`config.mk`:
```
export PLATFORM = sky130hd
export DESIGN_NAME = key_start_ctrl
export DESIGN_NICKNAME = d
export VERILOG_FILES = /design/src/rtl/key_start_ctrl.sv
export SDC_FILE = /design/constraint.sdc
export NUM_CORES = 1
export LEC_CHECK = 0
export ABC_AREA = 1
export BUFFER_PORTS_ARGS = -buffer_cell sky130_fd_sc_hd__buf_2
export CORE_MARGIN = 2
export CORE_UTILIZATION = 40
export DETAILED_ROUTE_END_ITERATION = 8
export GPL_TIMING_DRIVEN = 0
export HOLD_SLACK_MARGIN = 0.15
export PLACE_DENSITY = 0.65
export RECOVER_POWER = 50
export SYNTH_ARGS = -nofsm -noshare
export SYNTH_HDL_FRONTEND = slang
export SYNTH_SLANG_ARGS = --single-unit
```
`constraint.sdc`:
```
create_clock -name CLK -period 2.3 [get_ports CLK]
set_input_delay 0.23 -clock CLK [delete_from_list [all_inputs] [get_ports CLK]]
set_output_delay 0.23 -clock CLK [all_outputs]
set_load 0.02 [all_outputs]
```
`src/rtl/key_start_ctrl.sv`:
```
// Pushbutton-triggered start controller: synchronizes and debounces Key, then
// runs one Start/Done handshake per accepted press with a bounded wait for Done.
module key_start_ctrl #(
    parameter int unsigned DEBOUNCE_CYCLES = 16,
    parameter int unsigned TIMEOUT_CYCLES  = 1024
) (
    input  logic        CLK,
    input  logic        RST,
    input  logic        Key,
    input  logic [15:0] Sw,
    input  logic        Done,
    input  logic [15:0] ResultIn,
    output logic        Start,
    output logic [15:0] DataIn,
    output logic [15:0] Result,
    output logic        ResultValid,
    output logic        Busy,
    output logic        Timeout
);

    localparam int unsigned DATA_W = 16;
    localparam int unsigned DB_W   = $clog2(DEBOUNCE_CYCLES) + 1;
    localparam int unsigned TO_W   = $clog2(TIMEOUT_CYCLES) + 1;

    typedef enum logic [1:0] {
        S_IDLE,
        S_REQ,
        S_CAPTURE,
        S_DRAIN
    } state_t;

    logic              sync1_q, sync2_q;
    logic              db_level_q, db_level_d;
    logic [DB_W-1:0]   db_cnt_q, db_cnt_d;
    logic              press_q, press_d;

    state_t            state_q, state_d;
    logic [TO_W-1:0]   wait_q, wait_d;
    logic              start_q, start_d;
    logic              busy_q, busy_d;
    logic [DATA_W-1:0] data_q, data_d;
    logic [DATA_W-1:0] result_q, result_d;
    logic              rv_q, rv_d;
    logic              tmo_q, tmo_d;

    // Two-flop synchronizer; idles high because the key is active-low.
    always_ff @(posedge CLK) begin
        if (RST) begin
            sync1_q <= 1'b1;
            sync2_q <= 1'b1;
        end else begin
            sync1_q <= Key;
            sync2_q <= sync1_q;
        end
    end

    // Debouncer: level flips on the Nth consecutive differing sample; a press is its falling edge.
    always_comb begin
        db_level_d = db_level_q;
        db_cnt_d   = db_cnt_q;
        press_d    = 1'b0;
        if (sync2_q == db_level_q) begin
            db_cnt_d = '0;
        end else if (db_cnt_q == DB_W'(DEBOUNCE_CYCLES - 1)) begin
            db_level_d = sync2_q;
            db_cnt_d   = '0;
            press_d    = ~sync2_q;
        end else begin
            db_cnt_d = db_cnt_q + DB_W'(1);
        end
    end

    always_ff @(posedge CLK) begin
        if (RST) begin
            db_level_q <= 1'b1;
            db_cnt_q   <= '0;
            press_q    <= 1'b0;
        end else begin
            db_level_q <= db_level_d;
            db_cnt_q   <= db_cnt_d;
            press_q    <= press_d;
        end
    end

    // Handshake FSM; Done on the final wait cycle wins over the timeout.
    always_comb begin
        state_d  = state_q;
        wait_d   = wait_q;
        data_d   = data_q;
        result_d = result_q;
        rv_d     = rv_q;
        tmo_d    = tmo_q;
        case (state_q)
            S_IDLE: begin
                if (press_q) begin
                    data_d  = Sw;
                    tmo_d   = 1'b0;
                    rv_d    = 1'b0;
                    wait_d  = '0;
                    state_d = S_REQ;
                end
            end
            S_REQ: begin
                if (Done) begin
                    state_d = S_CAPTURE;
                end else if (wait_q == TO_W'(TIMEOUT_CYCLES - 1)) begin
                    tmo_d   = 1'b1;
                    state_d = S_IDLE;
                end else begin
                    wait_d = wait_q + TO_W'(1);
                end
            end
            S_CAPTURE: begin
                result_d = ResultIn;
                rv_d     = 1'b1;
                state_d  = S_DRAIN;
            end
            S_DRAIN: begin
                if (!Done) begin
                    state_d = S_IDLE;
                end
            end
            default: state_d = S_IDLE;
        endcase
        start_d = (state_d == S_REQ) || (state_d == S_CAPTURE);
        busy_d  = (state_d != S_IDLE);
    end

    always_ff @(posedge CLK) begin
        if (RST) begin
            state_q  <= S_IDLE;
            wait_q   <= '0;
            start_q  <= 1'b0;
            busy_q   <= 1'b0;
            data_q   <= '0;
            result_q <= '0;
            rv_q     <= 1'b0;
            tmo_q    <= 1'b0;
        end else begin
            state_q  <= state_d;
            wait_q   <= wait_d;
            start_q  <= start_d;
            busy_q   <= busy_d;
            data_q   <= data_d;
            result_q <= result_d;
            rv_q     <= rv_d;
            tmo_q    <= tmo_d;
        end
    end

    assign Start       = start_q;
    assign Busy        = busy_q;
    assign DataIn      = data_q;
    assign Result      = result_q;
    assign ResultValid = rv_q;
    assign Timeout     = tmo_q;

endmodule
```
* Yosys cells after proc, flatten, opt, wreduce, memory -nomap -nowiden
Index checks and enable logic that the tools add are counted.
** Operators by class
- Muxes and demuxes :: 14
- $add $sub $neg :: 2
- Bitwise operators :: 3
- Eq/ne operators :: 12
- Reductions and logical operators :: 12
** Operator list (number)
- two-way mux 11 bit :: 3
- case mux 11 bit (2 select lines) :: 1
- adder 11 x 1 -> 11 bit (second input constant) :: 1
- equality test 11 x 10 -> 1 bit (second input constant) :: 1
- two-way mux 2 bit :: 4
- != test 2 bit (second input constant) :: 4
- case mux 2 bit (4 select lines) :: 1
- AND reduction 4 bit :: 2
- equality test 2 bit (second input constant) :: 3
- AND reduction 2 bit :: 3
- nonzero test 2 bit :: 3
- OR reduction 3 bit :: 2
- adder 5 x 1 -> 5 bit (second input constant) :: 1
- equality test 5 x 4 -> 1 bit (second input constant) :: 1
- equality test 2 x 1 -> 1 bit (second input constant) :: 2
- case mux 1 bit (2 select lines) :: 2
- two-way mux 1 bit :: 3
- inverter 1 bit :: 3
- zero test 2 bit :: 1
- equality test 1 bit :: 1
- logical OR 1 bit :: 1
** Storage, ports and cells
- Output and inout bits :: 36
- Input port bits :: 36
- Flip-flop bits (word level) :: 58

* Logic depth before layout (Yosys ltp)
Gate-level depths: netlist of the first run.
- Depth after elaboration :: 6
- Depth in mapped cells :: 10
- Gate-level depth less buffers :: 10

* Least setup slack after synthesis of the first run
Ideal clock, no wire load.
- Path kind :: register to register
- From :: reg wait_q[0]
- To :: reg start_q, in the netlist Start
- Stages on the path, launching flop included :: 11
- Library setup time :: 127 ps
- Buffers on the path :: 0
- Arrival time :: 1576 ps
- Path slack :: 597 ps
- Cells stage by stage :: dfxtp_1 > ha_1 > nand2_1 > nor2_1 > nand4_1 > nand2_2 > nand2_1 > inv_1 > ha_1 > inv_1 > nor2_1
** On the way
- Cells in the longest elaborated chain, start to end :: 6
- Elaborated cells on any way between the ends :: 7
- Those cells by class :: 3 x eq/ne; 3 x mux; 1 x reduce/logical
** RTL lines
- start: declaration :: RTL line 38 : logic [TO_W-1:0] wait_q, wait_d;
- start signal: assignment :: RTL line 141 : wait_q <= wait_d;
- equality test 11 x 10 -> 1 bit (*) :: RTL line 106 : end else if (wait_q == TO_W'(TIMEOUT_CYCLES - 1)) begin
- two-way mux 2 bit (*) :: RTL line 106
- two-way mux 2 bit (*) :: RTL line 104 : if (Done) begin
- case mux 2 bit (4 select lines) (*) :: RTL line 93 : case (state_q)
- equality test 2 x 1 -> 1 bit / equality test 2 bit (equally long branches) :: RTL line 125 : start_d = (state_d == S_REQ) || (state_d == S_CAPTURE);
- logical OR 1 bit (*) :: RTL line 125
- net start_d :: RTL line 39 : logic start_q, start_d;
- end signal: assignment :: RTL line 142 : start_q <= start_d;
- end: declaration :: RTL line 39
Mark *: on every way through the listed nets, which the timed path passes. The rest lies on a longest branch.
A chain may end at the register's enable or synchronous reset.

* Worst setup path in the final report of the first run
Same ends and word-level chain as after synthesis.

==> qor_table.md, run 1 <==
| Metric | Reported | Unit |
|---|---|---|
| Run status | completed | - |
| Number of cells on the worst reg-to-reg path | 10 | - |
| TritonCTS clock tree | yes | - |
| Setup TNS | 0 | ns |
| Type of the worst setup path | register to register | - |
| Share of synthesized area occupied by flip-flops and latches | 49.39 | % |
| Slew at the pin with the worst max-slew slack | 0.5392 | ns |
| Number of fillers in the final layout | 549 | - |
| Setup crit end kind | register | - |
| Pin count of the biggest net entering global routing | 11 | - |
| Critical Path Fanout Max | 8 | - |
| Fraction of registers with async set/reset | 0 | % |
| RSZ-0062 raised after global routing | false | - |
| Endpoint of the worst hold-timing path | state_q[1] | - |
| Source of the worst hold timing path | Done | - |
| Syn Std Cell Area | 2351 | sq um |
| Setup violations, final | 0 | - |
| Share of layout cells above drive strength 1 | 15.12 | % |
| Register-to-register path setup slack | 0.25 | ns |
| TritonCTS Sinks | 58 | - |
| Number of max-cap violations | 0 | - |
| Placed wire-length estimate | 3745 | um |
| Average vias per placed instance | 4.747 | - |
| Number of distinct library cells after synthesis | 29 | - |
| Finished Cell Area | 3276 | sq um |
| Most instantiated library cell after synthesis | nor2_1 | - |
| Remaining routing DRC violations | 0 | - |
| Slew Viols, Final | 0 | - |
| Count of flip-flops with a built-in enable after synthesis | 0 | - |
| Gp weighted congestion | 0.7998 | - |
| Avg Synthesized Cell Area | 7.560 | sq um |
| Cell type contributing the most total cell area after synthesis | dfxtp_1 | - |
| Total of flip-flops plus latches after synthesis | 58 | - |
| Bufs on Longest Clock Path | 2 | - |
| Post-Syn Nets | 351 | - |
| LEAKAGE | 1.363 | nW |
| TritonCTS Buffers | 9 | - |
| Global route overflow | 0 | - |
| ANT cells | 0 | - |
| Count of H-tree levels built during CTS | 3 | - |
| Setup skew after layout | 0.004909 | ns |
| Number of DRC markers in iteration 0 | 86 | - |
| Cell types with the largest area share after synthesis | dfxtp_1 49%, nor2_1 15%, o21ai_0 7.9% | - |
| Die footprint | 6507 | sq um |
| Final period demand of the worst path | 2.051 | ns |
| CP Launch Type | register | - |
| Clk root buf | clkbuf_8 | - |
| Post-route clock period utilization | 89.18 | % |
| Initial core utilization | 41.92 | % |
| Worst Hold Depth | 3 | - |
| Routed Antenna Nets | 0 | - |
| Total length of routed wires | 5830 | um |
| Peak clock frequency supported by timing | 487.5 | MHz |
| PortBufs | 71 | - |
| Routed length per placed instance | 11.61 | um |
| Post-Syn Instances | 311 | - |
| Headroom to the max-slew limit | 63.92 | % |
| Final Hold Viols | 0 | - |
| Die Y-Extent | 80.67 | um |
| Total via count after detailed routing | 2,383 | - |
| VDD IR-drop max | 0.0003969 | V |
| Clock Latency Late Sink | 0.33 | ns |
| Arrival time at the worst endpoint | 2.25 | ns |
| Worst R2R Start | wait_q[0] | - |
| Combined global-route utilization of all metal layers | 19.97 | % |
| Top_reg_cell synth | dfxtp_1 | - |
| Most used standard cells in the synthesized netlist | 96 x nor2_1, 58 x dfxtp_1, 37 x nand2_1, 37 x o21ai_0, 19 x inv_1 | - |
| Area share of the largest cell type after synthesis | 49.39 | % |
| Total Power | 0.002034 | W |
| Std cell rows | 27 | - |
| Global-route wire length before repair | 9949 | um |
| Worst r2r dst | Start | - |
| Antenna violations before repair | 0 | - |
| Area inside the core boundary | 5608 | sq um |
| Boundary Pins | 72 | - |
| Class of the most critical hold timing path | input port to register | - |
| Number of warnings reported in the yosys synthesis log | 0 | - |
| Cell area after placement | 2796 | sq um |
| Clk slew on worst S/H paths | 0.06 | ns |
| Detailed Routing Iterations Pass 1 | 6 | - |
| Horizontal extent of the die | 80.67 | um |
| Number of buffers added for setup after CTS | 0 | - |
| Worst Path Required | 2.50 | ns |
| Power density cells | 620.8 | nW/um^2 |
| Number of global-route vias before repair | 2,270 | - |
| Net count, final | 467 | - |
| Signed area change from the synthesized netlist to the final layout | 39.33 | % |
logic make-up after synthesis:
| family | count (synthesis) | share of synthesized area [%] |
|---|---|---|
| and+or+nand+nor | 158 | 29.38 |
| DFF | 58 | 49.39 |
| AOI/OAI and AO/OA | 56 | 12.61 |
| buffers and inverters | 33 | 5.748 |
| adders and majority gates | 4 | 2.129 |
| xor gates and xnor gates | 2 | 0.7452 |
timing repair:
item	CTS	global route
endpoints found under the hold margin	34	0
gates resized for setup	0	0
hold buffers	34	0
how the worst max path moves through the flow:
| stage | from | to | cells past startpoint |
|---|---|---|---|
| floorplan | wait_q[0] | Start | 10 |
| global placement | wait_q[0] | Start | 10 |
| detailed placement | wait_q[0] | Start | 10 |
| CTS | wait_q[0] | Start | 10 |
| global route | wait_q[0] | Start | 10 |
| finish | wait_q[0] | Start | 10 |
sequential cells by signal (all words and copies together), names as in the netlist:
signal / cells
Busy: 1
DataIn: 16
Result: 16
ResultValid: 1
Start: 1
Timeout: 1
db_cnt_q: 5
db_level_q: 1
press_q: 1
state_q: 2
sync1_q: 1
sync2_q: 1
wait_q: 11
per-stage QoR:
stage / instances / utilization (%) / worst slack (ns) / hold WS (ns)
floorplan: 311 / - / 0.5966 / 0.3338
global placement: 454 / 49.87 / 0.3179 / 0.3913
detailed placement: 454 / 49.87 / 0.3106 / 0.3992
CTS: 502 / 59.37 / 0.2739 / 0.2024
global route: 502 / 58.41 / 0.08072 / 0.2791
finish: 502 / 58.41 / 0.2488 / 0.2146
critical path, stage by stage (launching register included):
cell	delay (ns)
dfxtp_1	0.43
ha_1	0.20
nand2_1	0.08
nor2_1	0.26
nand4_1	0.25
nand2_2	0.22
nand2_1	0.08
inv_1	0.09
ha_1	0.24
inv_1	0.05
nor2_1	0.03
area by class of cell:
type,count,area [sq um],area share (%)
plain buffers,9,45.04,1.375
clock buffers,12,155.1,4.736
clock inverters,2,37.54,1.146
inverters,24,90.09,2.750
multi-input cells,220,1047,31.97
flip-flops and latches,58,1161,35.45
well taps,72,90.09,2.750
repair buffers,105,649.4,19.82
layer usage:
layer | part of all wire, % | routed length (um) | vias to the layer above | GRT usage, %
met5 | 0 | 0 | - | 0
met4 | 2.7 | 155 | 0 | 10.17
met3 | 5.4 | 315 | 15 | 5.618
met2 | 47 | 2715 | 70 | 32.08
met1 | 45 | 2643 | 1081 | 24.29
li1 | - | - | 1217 | -
cells in the final DEF, fill, tap and decap left out, drive strengths merged, types with 4 or more instances in the layout:
cell,count
dfxtp,58
inv,24
clkbuf,54
buf,38
a21oi,14
o21ai,40
dlygate4sd3,34
nand3,8
nand2,39
ha,4
nor2,101
report_power, final:
group / internal (W) / switching (W)
sequential: 0.00101 / 0.00000114
combinational: 0.0000643 / 0.0000347
clock: 0.000548 / 0.000379
total: 0.00162 / 0.000415
No activity file was read; power rests on OpenSTA's default activity.
==> run 2, diff against run 1 <==
--- a/config.mk
+++ b/config.mk
@@ -7,12 +7,14 @@
 export LEC_CHECK = 0
 export ABC_AREA = 1
 export BUFFER_PORTS_ARGS = -buffer_cell sky130_fd_sc_hd__buf_2
-export CORE_MARGIN = 2
-export CORE_UTILIZATION = 40
+export CELL_PAD_IN_SITES_DETAIL_PLACEMENT = 0
+export CELL_PAD_IN_SITES_GLOBAL_PLACEMENT = 1
+export CORE_MARGIN = 3
+export CORE_UTILIZATION = 36
 export DETAILED_ROUTE_END_ITERATION = 8
 export GPL_TIMING_DRIVEN = 0
 export HOLD_SLACK_MARGIN = 0.15
-export PLACE_DENSITY = 0.65
+export PLACE_DENSITY = 0.79
 export RECOVER_POWER = 50
 export SYNTH_ARGS = -nofsm -noshare
 export SYNTH_HDL_FRONTEND = slang
==> run 2 against run 1 <==
First-iteration DRC count is 13% lower. Hold slack got worse by 0.033 ns. Wire length decreased by 0.74%. Register-to-register slack is essentially flat. Non-clock buffer count is the same. Final cell count up 1.0%. Via count fell by 1.6%. Cell area up 0.42%. Clock skew grew 0.0017 ns. Maximum frequency is 0.18% higher. Largest power group unchanged. Largest cell class unchanged.
==> qor_table.md, run 2 (synthesis results as in run 1) <==
| Metric | Reported | Unit |
|---|---|---|
| Run status | completed | - |
| Timing startpoint of the critical path | wait_q[0] | - |
| Library cell contributing the largest single delay on the critical path | dfxtp_1 | - |
| Flip-flop and latch area | 1161 | sq um |
| Post-route clock period utilization | 89.02 | % |
| Share of layout cells above drive strength 1 | 16.20 | % |
| Critical Path Fanout Max | 8 | - |
| Type of the worst setup path | register to register | - |
| Signed area change from the synthesized netlist to the final layout | 39.91 | % |
| Boundary Pins | 72 | - |
| RSZ-0062 raised after global routing | false | - |
| VDD IR-drop max | 0.0004510 | V |
| Peak clock frequency supported by timing | 488.4 | MHz |
| Worst R2R Start | wait_q[0] | - |
| Source of the worst hold timing path | Done | - |
| Pin count of the biggest net entering global routing | 13 | - |
| Final worst slack | 0.2525 | ns |
| Combined global-route utilization of all metal layers | 17.06 | % |
| Met3 wire length | 349 | um |
| Highest Signal Layer | met4 | - |
| Setup violations, final | 0 | - |
| TritonCTS Sinks | 58 | - |
| Final period demand of the worst path | 2.047 | ns |
| Series of cell instances along the critical path | ha_1 > nand2_1 > nor2_1 > nand4_1 > nand2_2 > nand2_1 > inv_1 > ha_1 > inv_1 > nor2_1 | - |
| Area inside the core boundary | 6131 | sq um |
| PortBufs | 71 | - |
| Horizontal extent of the die | 86.81 | um |
| Bufs on Longest Clock Path | 2 | - |
| ANT cells | 0 | - |
| Total via count after detailed routing | 2,345 | - |
| Routed length per placed instance | 11.41 | um |
| Pre-CTS setup slack | 0.2391 | ns |
| Slew at the pin with the worst max-slew slack | 0.6085 | ns |
| Clock Latency Late Sink | 0.34 | ns |
| Global-route wire length before repair | 9970 | um |
| LEAKAGE | 1.361 | nW |
| Clk root buf | clkbuf_8 | - |
| Placed wire-length estimate | 3939 | um |
| Number of cells on the worst reg-to-reg path | 10 | - |
| Clk slew on worst S/H paths | 0.07 | ns |
| Headroom to the max-slew limit | 59.29 | % |
| Sum of met2 wire segment lengths after detailed routing | 2659 | um |
| TritonCTS clock tree | yes | - |
| Worst Path Required | 2.51 | ns |
| Final Hold Viols | 0 | - |
| Initial core utilization | 38.35 | % |
| Count of instances resized after the clock tree is built | 0 | - |
| Wire length on met1 | 2660 | um |
| Antenna violations before repair | 0 | - |
| Average vias per placed instance | 4.625 | - |
| Number of fillers in the final layout | 619 | - |
| Detailed Routing Iterations Pass 1 | 4 | - |
| Class of the most critical hold timing path | input port to register | - |
| Arrival time at the worst endpoint | 2.26 | ns |
| Commonest non-fill, non-tap cells in the layout | 97 x nor2_1, 58 x dfxtp_1, 42 x clkbuf_1 | - |
| Slew Viols, Final | 0 | - |
| Die footprint | 7536 | sq um |
| Std cell rows | 28 | - |
| Number of DRC markers in iteration 0 | 75 | - |
| Total length of routed wires | 5787 | um |
| Die Y-Extent | 86.81 | um |
| TritonCTS Buffers | 9 | - |
| Crit-path max cell delay | 0.42 | ns |
| Setup crit end kind | register | - |
| Most common cell after layout, fill and taps aside | nor2_1 | - |
| Number of max-cap violations | 0 | - |
| Net count, final | 467 | - |
| Global route overflow | 0 | - |
| Power density cells | 622.7 | nW/um^2 |
| CP Launch Type | register | - |
| Remaining routing DRC violations | 0 | - |
| Setup skew after layout | 0.006636 | ns |
| Routed Antenna Nets | 0 | - |
| Number of global-route vias before repair | 2,258 | - |
| Setup TNS | 0 | ns |
| Gp weighted congestion | 0.7822 | - |
| Worst Hold Depth | 3 | - |
| Total area of multi-input combinational cells | 1047 | sq um |
| Count of H-tree levels built during CTS | 3 | - |
[run 2: final cells by class]
cell class | instances | share of cell area [%]
buffer | 9 | 1.369
clock buffer | 9 | 3.766
clock inverter | 7 | 2.396
inverter | 24 | 2.739
multi-input combinational | 220 | 31.84
sequential | 58 | 35.30
tap | 75 | 2.853
timing repair buffer | 105 | 19.74
[run 2: power breakdown]
| group | switching, W | total (W) | internal [W] |
|---|---|---|---|
| Sequential | 0.00000120 | 0.00101 | 0.00101 |
| Combinational | 0.0000341 | 0.0000983 | 0.0000642 |
| Clock | 0.000437 | 0.000943 | 0.000506 |
| Total | 0.000472 | 0.00205 | 0.00158 |
[run 2: timing repair]
action,in CTS,in global routing
endpoints found under the hold margin,34,0
hold buffers,34,0
setup buffers,0,0
[run 2: worst paths after layout]
check	endpoint	slack, ns
hold reg to reg	sync2_q	0.42
hold / removal	state_q[1]	0.18
setup reg to reg	Start	0.25
setup / recovery	Start	0.25
[run 2: critical path: cells and delay by family, from the launching register on]
kind                       cells  cell delay (ns)
DFF                            1             0.42
and+or+nand+nor                6             0.93
buffers and inverters          2             0.13
adders and majority gates      2             0.43
[run 2: routing by layer]
layer,vias to the layer above,track usage (%)
met4,0,8.215
met2,57,28.02
met1,1048,19.60
met5,-,0
met3,12,6.084
li1,1228,-
[run 2: through the flow]
step | hold slack (ns) | instances | area (sq um) | power (W) | util [%]
2_1_floorplan | 0.3338 | 311 | 2351 | 0.001046 | -
3_3_place_gp | 0.3916 | 457 | 2800 | 0.001083 | 45.67
3_5_place_dp | 0.4019 | 457 | 2800 | 0.001084 | 45.67
4_1_cts | 0.1561 | 507 | 3343 | 0.002085 | 54.53
5_1_grt | 0.2111 | 507 | 3289 | 0.002139 | 53.65
6_report | 0.1813 | 507 | 3289 | 0.002048 | 53.65
